--- src/rtl/t_ff_pkg.sv ---
// t_ff_pkg: mode encodings shared by the T flip-flop counter and its bench
package t_ff_pkg;
   localparam logic [1:0] HOLD = 2'b00;
   localparam logic [1:0] UP   = 2'b01;
   localparam logic [1:0] DOWN = 2'b10;
   localparam logic [1:0] TGL  = 2'b11;
endpackage

--- src/rtl/t_ff_cell.sv ---
// t_ff_cell: single T flip-flop with synchronous active-low reset and parallel load
module t_ff_cell (
   input  logic clk,
   input  logic reset,
   input  logic rst_val,
   input  logic load,
   input  logic d,
   input  logic t,
   output logic q
);
   always_ff @(posedge clk)
      if (!reset) q <= rst_val;
      else if (load) q <= d;
      else if (t) q <= ~q;
endmodule

--- src/rtl/t_ff_counter.sv ---
// t_ff_counter: up/down/toggle-mask counter built from per-bit T flip-flops
module t_ff_counter
   import t_ff_pkg::*;
#(
   parameter int               WIDTH     = 4,
   parameter bit               SATURATE  = 0,
   parameter logic [WIDTH-1:0] RESET_VAL = '0
) (
   input  logic             clk,
   input  logic             reset,
   input  logic             en,
   input  logic [1:0]       mode,
   input  logic             load,
   input  logic [WIDTH-1:0] d,
   input  logic [WIDTH-1:0] t,
   output logic [WIDTH-1:0] q,
   output logic             tc,
   output logic             wrap
);
   logic [WIDTH-1:0] up_tog, dn_tog, tog;
   logic             all_ones, zero, up, dn, tg;
   // bits that change on +1 / -1 are exactly those whose lower bits are all 1 / all 0
   assign up_tog   = q ^ (q + WIDTH'(1));
   assign dn_tog   = q ^ (q - WIDTH'(1));
   assign all_ones = &q;
   assign zero     = ~|q;
   assign up       = en && mode == UP;
   assign dn       = en && mode == DOWN;
   assign tg       = en && mode == TGL;
   assign tc       = (up && all_ones) || (dn && zero);
   assign tog      = load ? '0
                   : up ? ((SATURATE && all_ones) ? '0 : up_tog)
                   : dn ? ((SATURATE && zero) ? '0 : dn_tog)
                   : tg ? t : '0;
   for (genvar i = 0; i < WIDTH; i++) begin : g_cell
      t_ff_cell u_cell (
         .clk    (clk),
         .reset  (reset),
         .rst_val(RESET_VAL[i]),
         .load   (load),
         .d      (d[i]),
         .t      (tog[i]),
         .q      (q[i])
      );
   end
   always_ff @(posedge clk)
      if (!reset) wrap <= 1'b0;
      else wrap <= !SATURATE && !load && tc;
endmodule

--- config.mk ---
export PLATFORM = sky130hd
export DESIGN_NAME = t_ff_counter
export DESIGN_NICKNAME = d
export VERILOG_FILES = /design/src/rtl/t_ff_pkg.sv /design/src/rtl/t_ff_cell.sv /design/src/rtl/t_ff_counter.sv
export SDC_FILE = /design/constraint.sdc
export NUM_CORES = 1
export LEC_CHECK = 0
export ABC_AREA = 1
export CAP_MARGIN = 20
export CORE_AREA = 4 4 41 43
export DETAILED_ROUTE_END_ITERATION = 7
export DIE_AREA = 0 0 45 47
export PLACE_DENSITY = 0.67
export RECOVER_POWER = 100
export SLEW_MARGIN = 0
export SYNTH_ARGS = -nofsm -noshare
export SYNTH_HDL_FRONTEND = slang
export SYNTH_SLANG_ARGS = --single-unit
--- constraint.sdc ---
create_clock -name clk -period 1.7 [get_ports clk]
set_input_delay 0.34 -clock clk [delete_from_list [all_inputs] [get_ports clk]]
set_output_delay 0.34 -clock clk [all_outputs]
set_load 0.05 [all_outputs]
==> results.cfg <==
[run_status]
status = complete, no violations

[sta]
fmax_mhz = 619
finClkSkew_ps = 1.16
hold_viol = 0
setup_viol = 0
slew_viol_final = 0
final.setup.tns_ps = 0
tightest_slew_ps = 601
relSlewSlack_pct = 60.1
setup_ws_ps = 84.3
period_needed_ps = 1620
post-route-period-util_pct = 95.0
rsz0062_at_grt = false

[synth]
yosysSeqAreaShare_pct = 22.4
synth_cell_type_count = 14
synth_cells = 74
syn_nets = 91
syn_area_um2 = 447
synth-seq-cells = 5
ys_warn_count = 0
avgSynthCellArea_um2 = 6.04

[critical_path]
r2r_end = g_cell[1].u_cell.q
critPathCapture = tc
r2r_start = g_cell[1].u_cell.q
r2r_slack_ps = 450
cp.required_ps = 1360
path_buf_inv = 2
critical_path_class = reg -> out
critical-path-slowest-cell = dfxtp_4
slowest_delay_ps = 360
crit_chain = inv_4 -> ha_2 -> nand3_2 -> o22ai_4 -> buf_12
setup.worst_path.start_class = register
crit_family = flip-flops
r2r_cells = 7
crit_start = g_cell[1].u_cell.q
worst_ep_arrival_time_ps = 1280
crit_fanout = 5
worstSetupPathDepth = 5
end_kind = primary output

[layout]
drive_above_1_share_pct = 22.5
num-nets-final = 120
area_delta_synth_final_pct = 61.9
diodes = 0
stdcell_count = 117

[clocking]
cts_hold_buffers = 0
cts.sinks = 5
cts.clk_slew.worst_paths_ps = 40
cts_buffer_depth = 2
clockRootBuffer = clkbuf_4
cts_made_buffers = 3
htreeDepth = 1
cts_tree = built
clk_latency_ps = 230

[power_and_ir_drop]
p_seq_share_pct = 31.8
power_frac_clock_pct = 30.8
p_leak_uw = 0.000349
p_comb_share_pct = 37.4
p_sw_uw = 145
vdd_ir_drop_max_v = 0.000348
power_density_mw_per_mm2 = 594
internal-power_uw = 285
p_sw_share_pct = 33.7

[drt]
ant_nets = 0
drtPass1Iterations = 4
drt-wirelength-per-cell_um = 9.68
drc = 0
drtIter0Drc = 7
drt-total-wl_um = 1130
vias = 553
vias_per_cell = 4.73

[place]
port_buffers = 19
gp_congestion = 0.754
place_ws_ps = -123
dp.cells = 110
dp_hpwl_um = 878

[global_routing]
grt_pass1_vias = 446
antenna_found_initial = 0
track_usage_pct = 11.4
grt_max_degree = 8
grt_pass1_wl_um = 1660
overflow = 0

[floorplan]
dieWidth_um = 45
fp.dieH_um = 47
dieArea_mm2 = 0.00212
initial_core_util_pct = 34.3
num_rows = 13
core_area_mm2 = 0.00130
pin_count = 20

[worst_hold_path]
hp-class = reg -> reg

[job]
maxCapViolations = 0
## layout make-up
cell class / count / area, um^2
repair buffers: 28 / 229
flip-flops and latches: 5 / 108
fillers: 137 / 578
inverters: 12 / 50.0
clock buffers: 4 / 26.3
multi-input cells: 53 / 292
well taps: 15 / 18.8
## tightest hold or removal path: stages, from the launching register on
cell and delay [ps]:
dfxtp_4 360, nand3_1 80, a21oi_1 60
## metrics by stage
| stage | utilization (%) | instance area [um^2] | power (uW) | hold WS, ps |
|---|---|---|---|---|
| floorplan | - | 447 | 230 | 412 |
| global placement | 51.3 | 668 | 291 | 557 |
| detailed placement | 51.3 | 668 | 291 | 554 |
| CTS | 54.0 | 703 | 430 | 563 |
| global route | 55.6 | 723 | 464 | 563 |
| finish | 55.6 | 723 | 429 | 537 |
## Yosys cell counts, drive strengths merged
master / count / area (um^2)
nand2: 20 / 80.1
o22ai: 1 / 12.5
a31oi: 1 / 6.26
nand3: 7 / 35.0
dfxtp: 5 / 100
a21oi: 3 / 15.0
ha: 3 / 37.5
buf: 4 / 30.0
inv: 12 / 45.0
nand4: 4 / 25.0
o21ai: 4 / 20.0
nor2: 10 / 40.0
## registers in the layout, summed over array words and instances (netlist names)
signal / flops
wrap: 1
g_cell.u_cell.q: 4
## timing repair
action                     4_1_cts  5_1_grt
gates resized for setup          5       10
pin swaps                        0        2
setup endpoints to repair        1        1
buffers inserted                 0        3
## worst min-delay path by stage
stage | cells past startpoint | slack (ps) | end | start
after floorplan | 1 | 410 | wrap | load
final | 2 | 540 | g_cell[0].u_cell.q | g_cell[0].u_cell.q
after detailed placement | 2 | 550 | g_cell[0].u_cell.q | g_cell[0].u_cell.q
after CTS | 2 | 560 | g_cell[0].u_cell.q | g_cell[0].u_cell.q
after global placement | 2 | 560 | g_cell[0].u_cell.q | g_cell[0].u_cell.q
after global routing | 2 | 560 | g_cell[0].u_cell.q | g_cell[0].u_cell.q
## cells in the final DEF (no fill, tap or decap)
cell type        count
nand2_1             18
inv_1               10
nor2_1               9
clkdlybuf4s50_1      9
buf_4                8
clkbuf_1             7
nand3_1              5
nand4_1              4
o21ai_0              4
a21oi_1              3
clkbuf_4             3
dfxtp_1              3
dlygate4sd2_1        3
nand3_2              2
nand2_2              2
inv_4                2
ha_1                 2
dfxtp_4              2
nor2_2               1
o22ai_4              1
a31oi_1              1
ha_2                 1
dlygate4sd3_1        1
buf_12               1
## cells by family after synthesis
kind of cell,Yosys count,share of synthesized area [%]
AO/OA/AOI/OAI,9,12.0
buffers and inverters,16,16.8
flip-flops,5,22.4
adder cells (fa/ha/maj),3,8.40
AND/OR/NAND/NOR,41,40.3
## routing by layer
layer	part of all wire, %	global-route usage [%]	wire length [um]	up-vias
li1	-	-	-	289
met1	43	12.7	490	243
met2	46	17.8	525	19
met3	9.4	3.83	106	2
met4	0.88	8.77	10	0
met5	0	0	0	-
## power groups by stage
stage	Sequential (uW)	Combinational (uW)	Clock, uW
floorplan	136	94.4	0
global placement	137	154	0
detailed placement	137	154	0
CTS	135	156	139
global route	138	177	149
finish	136	161	132
Note: power is estimated with default switching activity, not from simulation.
